**src/rtl/onebit_pkg.sv**
```systemverilog
// Shared defaults and FSM state type for the serial program loader.
// The parity build option is LOADER_PARITY_EN; see serial_prog_loader.sv.
package onebit_pkg;

    localparam int INSTR_W_DEF = 13;
    localparam int DEPTH_DEF   = 8;

    typedef enum logic [1:0] {
        ST_SHIFT  = 2'd0,
        ST_PARITY = 2'd1,
        ST_FULL   = 2'd2
    } loader_state_t;

endpackage

```
**src/rtl/loader_mem.sv**
```systemverilog
// Simple dual-port synchronous RAM: one write port, one registered read port.
// A same-edge read and write to one address returns the old contents.
module loader_mem
    import onebit_pkg::*;
#(
    parameter int INSTR_W = INSTR_W_DEF,
    parameter int DEPTH   = DEPTH_DEF
) (
    input  logic                     i_clk,
    input  logic                     i_reset,
    input  logic                     i_we,
    input  logic [$clog2(DEPTH)-1:0] i_wrAddr,
    input  logic [INSTR_W-1:0]       i_wrData,
    input  logic [$clog2(DEPTH)-1:0] i_rdAddr,
    output logic [INSTR_W-1:0]       o_rdData
);

    logic [INSTR_W-1:0] r_mem [DEPTH];
    logic [INSTR_W-1:0] r_rdData;

    // Storage array carries no reset so it can map onto block RAM.
    always_ff @(posedge i_clk) begin
        if (i_we) begin
            r_mem[i_wrAddr] <= i_wrData;
        end
    end

    always_ff @(posedge i_clk) begin
        if (i_reset) begin
            r_rdData <= '0;
        end else begin
            r_rdData <= r_mem[i_rdAddr];
        end
    end

    assign o_rdData = r_rdData;

endmodule

```
**src/rtl/serial_prog_loader.sv**
```systemverilog
// Serial instruction loader: shifts ser_in LSB-first into words and stores them.
// Define LOADER_PARITY_EN to expect a trailing even-parity bit per word.
module serial_prog_loader
    import onebit_pkg::*;
#(
    parameter int INSTR_W = INSTR_W_DEF,
    parameter int DEPTH   = DEPTH_DEF
) (
    input  logic                     clk,
    input  logic                     reset,
    input  logic                     en,
    input  logic                     ser_in,
    input  logic                     clear,
    input  logic [$clog2(DEPTH)-1:0] rd_addr,
    output logic [INSTR_W-1:0]       rd_data,
    output logic [$clog2(DEPTH):0]   word_count,
    output logic                     full,
    output logic                     word_valid,
    output logic                     parity_err
);

    localparam int AW = $clog2(DEPTH);
    localparam int BW = (INSTR_W > 1) ? $clog2(INSTR_W) : 1;

    localparam logic [BW-1:0] LAST_BIT = BW'(INSTR_W - 1);
    localparam logic [AW:0]   WC_LAST  = (AW + 1)'(DEPTH - 1);
    localparam logic [AW:0]   WC_FULL  = (AW + 1)'(DEPTH);
    localparam logic [AW-1:0] PTR_MAX  = AW'(DEPTH - 1);

    loader_state_t r_state;
    loader_state_t w_stateNext;

    logic [BW-1:0]      r_bitCnt;
    logic [INSTR_W-1:0] r_shift;
    logic [AW-1:0]      r_wrPtr;
    logic [AW:0]        r_wordCount;
    logic               r_wordValid;

    logic [INSTR_W-1:0] w_word;
    logic [INSTR_W-1:0] w_commitWord;
    logic               w_commit;
    logic               w_sample;
    logic               w_lastBit;
    logic               w_lastWord;

`ifdef LOADER_PARITY_EN
    logic               r_parityErr;
    logic               w_parityFail;
`endif

    assign w_sample   = en && (r_state == ST_SHIFT);
    assign w_lastBit  = (r_bitCnt == LAST_BIT);
    assign w_lastWord = (r_wordCount == WC_LAST);

    // Partial word with the incoming bit merged at its position.
    always_comb begin
        w_word           = r_shift;
        w_word[r_bitCnt] = ser_in;
    end

    always_ff @(posedge clk) begin
        if (reset) begin
            r_state <= ST_SHIFT;
        end else begin
            r_state <= w_stateNext;
        end
    end

    always_comb begin
        w_stateNext  = r_state;
        w_commit     = 1'b0;
        w_commitWord = w_word;
`ifdef LOADER_PARITY_EN
        w_parityFail = 1'b0;
`endif
        if (clear) begin
            w_stateNext = ST_SHIFT;
        end else begin
            case (r_state)
                ST_SHIFT: begin
                    if (en && w_lastBit) begin
`ifdef LOADER_PARITY_EN
                        w_stateNext = ST_PARITY;
`else
                        w_commit = 1'b1;
                        if (w_lastWord) begin
                            w_stateNext = ST_FULL;
                        end
`endif
                    end
                end
                ST_PARITY: begin
`ifdef LOADER_PARITY_EN
                    // The full word already sits in r_shift; only the parity bit arrives here.
                    if (en) begin
                        w_commitWord = r_shift;
                        w_stateNext  = ST_SHIFT;
                        if ((^{r_shift, ser_in}) == 1'b0) begin
                            w_commit = 1'b1;
                            if (w_lastWord) begin
                                w_stateNext = ST_FULL;
                            end
                        end else begin
                            w_parityFail = 1'b1;
                        end
                    end
`else
                    w_stateNext = ST_SHIFT;
`endif
                end
                ST_FULL:  w_stateNext = ST_FULL;
                default:  w_stateNext = ST_SHIFT;
            endcase
        end
    end

    // Datapath counters; clear restarts loading but leaves memory alone.
    always_ff @(posedge clk) begin
        if (reset) begin
            r_bitCnt    <= '0;
            r_shift     <= '0;
            r_wrPtr     <= '0;
            r_wordCount <= '0;
            r_wordValid <= 1'b0;
        end else if (clear) begin
            r_bitCnt    <= '0;
            r_shift     <= '0;
            r_wrPtr     <= '0;
            r_wordCount <= '0;
            r_wordValid <= 1'b0;
        end else begin
            r_wordValid <= w_commit;
            if (w_sample) begin
                r_shift  <= w_word;
                r_bitCnt <= w_lastBit ? '0 : r_bitCnt + 1'b1;
            end
            if (w_commit) begin
                r_wordCount <= r_wordCount + 1'b1;
                if (r_wrPtr != PTR_MAX) begin
                    r_wrPtr <= r_wrPtr + 1'b1;
                end
            end
        end
    end

`ifdef LOADER_PARITY_EN
    always_ff @(posedge clk) begin
        if (reset || clear) begin
            r_parityErr <= 1'b0;
        end else if (w_parityFail) begin
            r_parityErr <= 1'b1;
        end
    end

    assign parity_err = r_parityErr;
`else
    assign parity_err = 1'b0;
`endif

    loader_mem #(
        .INSTR_W (INSTR_W),
        .DEPTH   (DEPTH)
    ) u_mem (
        .i_clk    (clk),
        .i_reset  (reset),
        .i_we     (w_commit),
        .i_wrAddr (r_wrPtr),
        .i_wrData (w_commitWord),
        .i_rdAddr (rd_addr),
        .o_rdData (rd_data)
    );

    assign word_count = r_wordCount;
    assign full       = (r_wordCount == WC_FULL);
    assign word_valid = r_wordValid;

endmodule

```
**config.mk**
```make
export PLATFORM = sky130hd
export DESIGN_NAME = serial_prog_loader
export DESIGN_NICKNAME = d
export VERILOG_FILES = /design/src/rtl/onebit_pkg.sv /design/src/rtl/loader_mem.sv /design/src/rtl/serial_prog_loader.sv
export SDC_FILE = /design/constraint.sdc
export NUM_CORES = 1
export LEC_CHECK = 0
export BUFFER_PORTS_ARGS = -buffer_cell sky130_fd_sc_hd__buf_2
export CORE_MARGIN = 1
export CORE_UTILIZATION = 35
export DETAILED_ROUTE_END_ITERATION = 12
export GPL_TIMING_DRIVEN = 0
export HOLD_SLACK_MARGIN = 0.12
export PLACE_DENSITY = 0.61
export SETUP_SLACK_MARGIN = 0.3
export SLEW_MARGIN = 40
export SYNTH_ARGS = -nofsm -noshare
export SYNTH_HDL_FRONTEND = slang
export SYNTH_SLANG_ARGS = --single-unit
```
**constraint.sdc**
```tcl
create_clock -name clk -period 3.3 [get_ports clk]
set_input_delay 0.165 -clock clk [delete_from_list [all_inputs] [get_ports clk]]
set_output_delay 0.165 -clock clk [all_outputs]
set_load 0.02 [all_outputs]
```
After elaboration in Yosys (flattened, before gate mapping):

Memory sizes are Yosys's and may differ from the RTL's. A register that Yosys moved wholly into a read port is not among the register bits.
Cells that the tools add are included.

* bits of input ports: 8
* logic and storage cells: 38
* memories kept: 1
* RAM bits: 104
* output and inout port bits: 20
* flip-flop bits (word level): 27

* eq/ne operators: 7
* multiplexer cells: 12
* $add $sub $neg: 3
* reductions and logical operators: 7
* order comparisons: 2

Memories
* u_mem.r_mem: words 8, bits a word 13, rd ports 1, clocked after Yosys merged registers in 1, wr ports 1, RTL line loader_mem.sv:18 `logic [INSTR_W-1:0] r_mem [DEPTH];`

Operators by type and width (count)
* $bwmux W13: 1
* $add A4 B1 Y4 const B: 2
* $eq A4 B4 Y1 const B: 2
* $mux W1: 6
* $lt A4 B5 Y1 const B: 1
* $demux W1 S4: 1
* $eq A4 B3 Y1 const B: 1
* $ge A4 B1 Y1 const B: 1
* $mux W2: 2
* $mux W4: 1
* $pmux W2 S2: 1
* $reduce_and A2 Y1: 2
* $add A3 B1 Y3 const B: 1
* $logic_and A1 B1 Y1: 3
* $ne A3 B3 Y1 const B: 1
* $eq A2 B2 Y1 const B: 1
* $logic_not A2 Y1: 1
* $ne A2 B1 Y1 const B: 1
* $ne A2 B2 Y1 const B: 1
* $reduce_or A2 Y1: 1

Depth between registers and ports, before layout:

Gate-level depths: netlist of the first run.

* depth after elaboration: 7
* mapped depth: 7
* mapped depth without buffers: 5

Modules after synthesis:

From an unflattened synthesis of the first run, not the netlist that was laid out.

* cells, all modules: 362
* area total of the unflattened synthesis: 5790.6 µm²

By module, submodules not included
* loader_mem: cells an instance 191, times used 1, seq. area each 3383.2 µm², area an instance 4299.1 µm²
* serial_prog_loader: cells an instance 171, times used 1, seq. area each 520.5 µm², area an instance 1491.4 µm²

Least setup slack after synthesis of the first run:

No wires, ideal clock.

* path type: flip-flop to flip-flop
* start point: register r_bitCnt[0]
* end point: memory u_mem.r_mem[0][0] (netlist bit), enable pin
* path buffers: 2
* period minus slack after synthesis: 2876 ps
* required time: 2883 ps
* library setup time: 417 ps
* arrival: 2459 ps
* path slack: 424 ps
* stages on the path, launching flop included: 8
* path through: dfxtp_1 > inv_1 > ha_1 > buf_2 > and3_1 > buf_2 > nand2_1 > nor4_1

* word-level cells in the longest chain between the ends: 7

Ends and longest elaborated chain
* start, declared: RTL line serial_prog_loader.sv:33 `logic [BW-1:0] r_bitCnt;`
* start signal, assigned: RTL line serial_prog_loader.sv:135 `r_bitCnt <= w_lastBit ? '0 : r_bitCnt + 1'b1;`
* $eq A4 B4 Y1: RTL line serial_prog_loader.sv:52 `assign w_lastBit = (r_bitCnt == LAST_BIT);`
* $logic_and A1 B1 Y1: RTL line serial_prog_loader.sv:81 `if (en && w_lastBit) begin`
* $mux W1: RTL line serial_prog_loader.sv:81
* $mux W1: RTL line serial_prog_loader.sv:79 `case (r_state)`
* $mux W1: RTL line serial_prog_loader.sv:76 `if (clear) begin`
* $mux W1: RTL line loader_mem.sv:23 `if (i_we) begin`
* $mux W1 (not written as such): RTL line loader_mem.sv:24 `r_mem[i_wrAddr] <= i_wrData;`
* end, declared: RTL line loader_mem.sv:18

No other way between the ends.

Worst setup path after layout of the first run:

* start point: register r_bitCnt[0]
* end point: memory u_mem.r_mem[3][3] (netlist bit), enable pin

The elaborated chain is that of the path after synthesis.

==> results of run 1 <==
cells by family after synthesis:
kind of cell	Yosys count	share of synthesized area, %
DFF	143	67.7
and+or+nand+nor	93	8.60
muxes	52	15.0
AOI/OAI and AO/OA	42	3.84
buffers and inverters	35	2.78
adders and majority gates	8	1.74
xor gates and xnor gates	2	0.304
other	1	0.0651
cell usage in the layout, fill, tap and decap left out, types with 2 or more instances in the layout:
cell type / Yosys / layout
clkbuf_1: 12 / 13
nor2_4: 0 / 2
o21ai_0: 19 / 19
nand4bb_1: 2 / 2
nand2b_1: 3 / 3
ha_1: 8 / 8
nand2_1: 19 / 19
or3_1: 2 / 2
dfxtp_1: 39 / 39
buf_2: 8 / 37
nor2b_1: 3 / 3
and3_1: 2 / 2
mux2_2: 13 / 13
edfxtp_1: 104 / 104
clkinv_4: 0 / 3
nor3_2: 0 / 4
inv_1: 10 / 10
and4bb_2: 2 / 2
nand3_1: 21 / 21
buf_4: 3 / 7
mux2i_1: 13 / 13
nor2_1: 22 / 19
nor3_1: 7 / 3
a21oi_1: 20 / 20
bufinv_16: 0 / 4
mux4_2: 26 / 26
clkinv_2: 0 / 3
clkbuf_16: 0 / 17
dlygate4sd3_1: 0 / 2
inv_6: 0 / 2
worst max-delay path: cells and delay by family (launching register included):
kind	cells	cell delay (ns)
flip-flops	1	0.36
buffers and inverters	5	0.95
AND/OR/NAND/NOR	3	0.92
adder cells (fa/ha/maj)	1	0.13
where the power goes:
part | internal [mW] | switching [mW]
Sequential | 1.92 | 0.00326
Combinational | 0.0609 | 0.0875
Clock | 1.29 | 0.745
Total | 3.27 | 0.835
layer usage:
layer / global-route usage, % / routed length (um)
met3: 4.35 / 482
met4: 5.88 / 155
met2: 23.2 / 5600
met1: 18.6 / 5000
met5: 0 / 0
final cells by class:
class / count / share of cell area (%)
Clock buffer: 19 / 6.42
Tap cell: 216 / 3.92
Buffer: 25 / 1.78
Multi-Input combinational cell: 198 / 25.3
Inverter: 10 / 0.544
Sequential cell: 143 / 56.6
Clock inverter: 13 / 2.70
Timing Repair Buffer: 35 / 2.83
worst max path at each step:
stage	to	from	depth (start not counted)
2_1_floorplan	u_mem.r_mem[0][0]	r_bitCnt[0]	7
3_3_place_gp	u_mem.r_mem[0][7]	r_bitCnt[0]	7
3_5_place_dp	u_mem.r_mem[3][3]	r_bitCnt[0]	9
4_1_cts	u_mem.r_mem[3][3]	r_bitCnt[0]	9
5_1_grt	u_mem.r_mem[0][4]	r_bitCnt[0]	9
6_report	u_mem.r_mem[3][3]	r_bitCnt[0]	9
cells in the mapped netlist, drive strengths merged, types with 2 or more instances:
cell and n:
buf 13, dfxtp 39, nand3 21, mux2 13, clkbuf 12, inv 10
nor4 2, or3 2, nor4b 2, nand4bb 2, ha 8, nand2b 3
mux2i 13, nand2 19, nor2b 3, mux4 26, a21oi 20, or4b 2
o21ai 19, nor2 22, nor3 7, and4bb 2, edfxtp 104, and3 2
flip-flops by register name (all words and copies together) (netlist names):
name / flops
r_shift: 13
word_count: 4
r_bitCnt: 4
u_mem.o_rdData: 13
u_mem.r_mem: 104
word_valid: 1
r_state: 1
r_wrPtr: 3
timing repair:
item / 4_1_cts / 5_1_grt
hold buffers: 2 / 0
resized for setup: 0 / 0
endpoints found under the hold margin: 5 / 0
through the flow:
step | util, % | instances
after floorplan | - | 376
after global placement | 38.4 | 614
after detailed placement | 39.1 | 625
after CTS | 43.1 | 659
after global routing | 43.1 | 659
final | 43.1 | 659
==> flow_summary.toml, run 1 <==
[outcome]
status = "finished, final reports clean"

[cts]
cts_tree = "done"
numCtsBuffers = 17
root_buffer = "clkbuf_16"
clk_pin_slew_ns = 0.06
cts_max_path_buffers = 2
htreeDepth = 4
worstSkewPairLatency_ns = 0.43
cts_setup_buffers = 0
clock_sink_count = 143

[layout]
multiInputGateArea_sq_mm = 0.00174
antenna_cells = 0
stdcell_area_sq_mm = 0.00690
final_layout_size_suffix_gt1_share_pct = 28.9
regArea_sq_mm = 0.00390
fillers = 1508
fin_nets = 446
areaGrowthSynthToFinish_pct = 19.8

[timing]
slew_headroom_pct = 45.3
min_period_ns = 2.66
clock_skew_ns = 0.00562
rsz0062_at_grt = "no"
fin_tns_setup_ns = 0
tightest_slew_ns = 0.820
period_share_pct = 80.5
fmax_mhz = 377
setup_violations = 0
hold_slack_ns = 0.147
finalHoldViolCount = 0
timing.final.ws_setup_ns = 0.644
drv_slew = 0

[synthesis]
netlist_area_sq_mm = 0.00576
async_flop_share_pct = 0
synth_seq_cells = 143
syn-num-nets = 392
netlist.area_leader.share_pct = 54.2
synth_top_area_cell = "edfxtp_1"
syn_inst = 376
synthTopCellsByArea = "edfxtp_1, dfxtp_1, mux4_2"
ys_seq_area_share_pct = 67.7
synth.avg_cell_area_sq_um = 15.3
synth_cell_types = 39
synth_flop_cell = "edfxtp_1"
synth_edf_count = 104
synth_warnings = 0

[hold_path]
hold_depth = 3
holdPathEnd = "u_mem.o_rdData[12]"
hold_path_startpoint = "rd_addr[0]"
hold_path_class = "in -> reg"

[placed_design]
dp_hpwl_mm = 7.58
place.gp.congestion = 0.777
io_buffers = 22
pre_cts_slack_ns = 0.625
place_area_sq_mm = 0.00625

[floorplanning]
io_pins = 28
initial_core_util_pct = 36.0
die-area_sq_mm = 0.0170
core_sq_mm = 0.0160
die_x_um = 130
rows = 46
die_h_um = 130

[grt]
grt_start_max_net_pins = 17
grtUsageTotal_pct = 14.6
grt_pass1_wl_mm = 17.7
globalRoute.totalOverflow = 0
grt_pass1_vias = 3208
antenna_found_initial = 0

[route]
postRouteAntennaNets = 0
via_count = 3286
avgRoutedWirePerCell_um = 17.1
vias_per_cell = 4.99
drt_iter0_markers = 243
drc = 0
wl_mm = 11.2
drtPass1Iterations = 4

[worst_setup_path]
reg2reg_depth = 9
crit_type = "reg -> reg"
cp-end-kind = "flip-flop"
worst_path_max_delay_cell = "nor3_2"
path_cells = "inv_1 > ha_1 > buf_2 > and3_1 > buf_2 > nand2_1 > nor3_2 > buf_4 > buf_4"
crit_path_max_incr_delay_ns = 0.52
start_kind = "flip-flop"
path_max_fanout = 10
reg2reg_setup_slack_ns = 0.64
critPathRequiredTime_ns = 3.44
rr_endpoint = "u_mem.r_mem[3][3]"
worstPathArrival_ns = 2.80
timing.rr.start = "r_bitCnt[0]"

[pwr]
cellPowerDensity_mw_per_mm2 = 594
p_leak_nw = 2.44
ir_worst_vdd_uv = 348
p_total_mw = 4.10

[run]
cap_violations = 0
Note: power is estimated with default switching activity, not from simulation.
==> run 2: changes to the inputs <==
--- a/config.mk
+++ b/config.mk
@@ -5,6 +5,7 @@
 export SDC_FILE = /design/constraint.sdc
 export NUM_CORES = 1
 export LEC_CHECK = 0
+export ABC_AREA = 1
 export BUFFER_PORTS_ARGS = -buffer_cell sky130_fd_sc_hd__buf_2
 export CORE_MARGIN = 1
 export CORE_UTILIZATION = 35
==> constraint.sdc (replaced) <==
create_clock -name clk -period 2.7 [get_ports clk]
set_input_delay 0.135 -clock clk [delete_from_list [all_inputs] [get_ports clk]]
set_output_delay 0.135 -clock clk [all_outputs]
set_load 0.02 [all_outputs]
==> run 2 against run 1 <==
Sequential share of layout area is 2.1 points lower. Via count is 28% higher. Hold slack worse by 0.010 ns. Largest power group is now registers. Highest routed layer unchanged.
==> flow_summary.toml, run 2 <==
[timing]
tightest_slew_ns = 0.753
finalHoldViolCount = 0
clock_skew_ns = 0.00851
period_share_pct = 83.3
rsz0062_at_grt = "yes"
min_period_ns = 2.25
fmax_mhz = 445
setup_violations = 0
drv_slew = 0
timing.final.ws_setup_ns = 0.450
slew_headroom_pct = 49.4

[worst_setup_path]
cp-end-kind = "flip-flop"
critPathRequiredTime_ns = 2.75
start_kind = "flip-flop"
worstPathArrival_ns = 2.30
path_max_fanout = 13
crit_type = "reg -> reg"

[layout]
stdcell_area_sq_mm = 0.00717
largest_reg_flops = 104
fin_nets = 699
final_cell_mix = "nand2_1, edfxtp_1, nor2_1, inv_1, dfxtp_1"
final_layout_size_suffix_gt1_share_pct = 13.4
areaGrowthSynthToFinish_pct = 17.8
layout.cells.most_common = "nand2_1"
largest-register = "u_mem.r_mem"
antenna_cells = 0

[pwr]
cellPowerDensity_mw_per_mm2 = 690
p_leak_nw = 2.96
ir_worst_vdd_uv = 445
p_total_mw = 4.95

[route]
avgRoutedWirePerCell_um = 14.1
drc = 0
vias_per_cell = 4.60
wl_mm = 12.9
via_count = 4214
postRouteAntennaNets = 0
drt_iter0_markers = 281
drtPass1Iterations = 5

[synthesis]
yosysMostFrequentCell = "nand2_1"
syn-num-nets = 652
synth_flop_cell = "edfxtp_1"
ys_seq_area_share_pct = 64.1
async_flop_share_pct = 0
synth_warnings = 0
synth_seq_cells = 143
syn_inst = 636
synth_top_area_cell = "edfxtp_1"
synth_cell_types = 27
synthTopCellsByCount = "nand2_1, edfxtp_1, nor2_1"
synthTopCellsByArea = "edfxtp_1, dfxtp_1, nand2_1"
synth.avg_cell_area_sq_um = 9.57
netlist.area_leader.share_pct = 51.3
netlist_area_sq_mm = 0.00609
synth_edf_count = 104

[floorplanning]
core_sq_mm = 0.0168
io_pins = 28
initial_core_util_pct = 36.3
die_h_um = 134
rows = 47
die-area_sq_mm = 0.0179
die_x_um = 134

[cts]
htreeDepth = 4
worstSkewPairLatency_ns = 0.42
root_buffer = "clkbuf_16"
clk_pin_slew_ns = 0.06
clock_sink_count = 143
cts_max_path_buffers = 2
cts_tree = "done"
numCtsBuffers = 17

[grt]
grt_pass1_wl_mm = 21.1
globalRoute.totalOverflow = 0
grtUsageTotal_pct = 15.7
antenna_found_initial = 0
grt_pass1_vias = 3969
grt_start_max_net_pins = 17

[run]
cap_violations = 0

[placed_design]
io_buffers = 23
dp_hpwl_mm = 8.59
place.gp.congestion = 0.787
pre_cts_slack_ns = 0.334
place_area_sq_mm = 0.00653

[outcome]
status = "finished, final reports clean"

[hold_path]
hold_path_class = "in -> reg"
## run 2: cell types whose count changed in the layout (fill, tap and decap cells not counted), sizes merged, moves of 6 or more
cell    previous run  this run
mux4              26         0
nor2              22        85
o21ai             19        51
a21oi             20         4
mux2i             13         0
mux2              13         0
nand3             21        38
clkbuf            31        24
nor3               7         1
inv               12        71
nand2             19       197
## run 2: worst paths after layout
| kind | start | to | slack, ns | cells past startpoint |
|---|---|---|---|---|
| worst min register to register | r_shift[12] | r_shift[12] | 0.47 | 2 |
| worst max-delay path | r_bitCnt[0] | u_mem.r_mem[6][0] | 0.45 | 8 |
| worst min-delay path | rd_addr[2] | u_mem.o_rdData[11] | 0.14 | 4 |
| worst max register to register | r_bitCnt[0] | u_mem.r_mem[6][0] | 0.45 | 8 |
## run 2: area by class of cell
cell class / instances / area, sq um
inverter: 71 / 269
timing repair buffer: 28 / 170
buffer: 27 / 161
fill: 1590 / 9590
sequential: 143 / 3900
clock buffer: 20 / 437
tap: 220 / 275
clock inverter: 12 / 144
multi-input combinational: 395 / 1810
## run 2: repair_timing
item | CTS | global route
hold endpoints to repair | 7 | 0
resized for setup | 0 | 5
buffers inserted | 0 | 0
hold buffers | 4 | 0
endpoints found under the setup margin | 0 | 65
## run 2: layer usage
metal | global-route usage [%] | vias to the layer above | wire, um
met5 | 0 | - | 0
met4 | 4.86 | 0 | 161
met3 | 4.50 | 17 | 721
met2 | 24.6 | 99 | 5970
met1 | 20.9 | 1942 | 6050
li1 | - | 2156 | -
## run 2: where the power goes
group          switching, mW  internal, mW  leakage, nW
clock                  0.858          1.44        0.276
sequential           0.00692          2.37         1.26
combinational          0.193        0.0840         1.43
total                   1.06          3.89         2.96
## run 2: logic make-up (layout without fill, tap and decap cells)
kind of cell	Yosys count	after routing	synth area share, %
buffers and inverters	98	158	7.07
AND/OR/NAND/NOR	326	326	21.9
flip-flops	143	143	64.1
AO/OA/AOI/OAI	59	59	5.01
adder cells (fa/ha/maj)	8	8	1.64
other	1	1	0.0616
XOR/XNOR	1	1	0.144
## run 2: worst max-delay path: stages, from the launching register on
cell     delay (ns)
dfxtp_1        0.34
inv_1          0.13
ha_1           0.28
nand3_4        0.14
nor2_8         0.18
nand2_2        0.08
inv_2          0.09
nand2_2        0.15
nor2_4         0.49
## run 2: per-stage QoR
step | std cells | TNS (ns) | util (%) | hold WS [ns]
6_report | 916 | 0 | 42.8 | 0.137
5_1_grt | 916 | 0 | 42.8 | 0.151
4_1_cts | 916 | 0 | 42.7 | 0.125
3_5_place_dp | 880 | 0 | 39.0 | 0.437
3_3_place_gp | 879 | -8.31 | 38.7 | 0.436
2_1_floorplan | 636 | 0 | - | 0.292
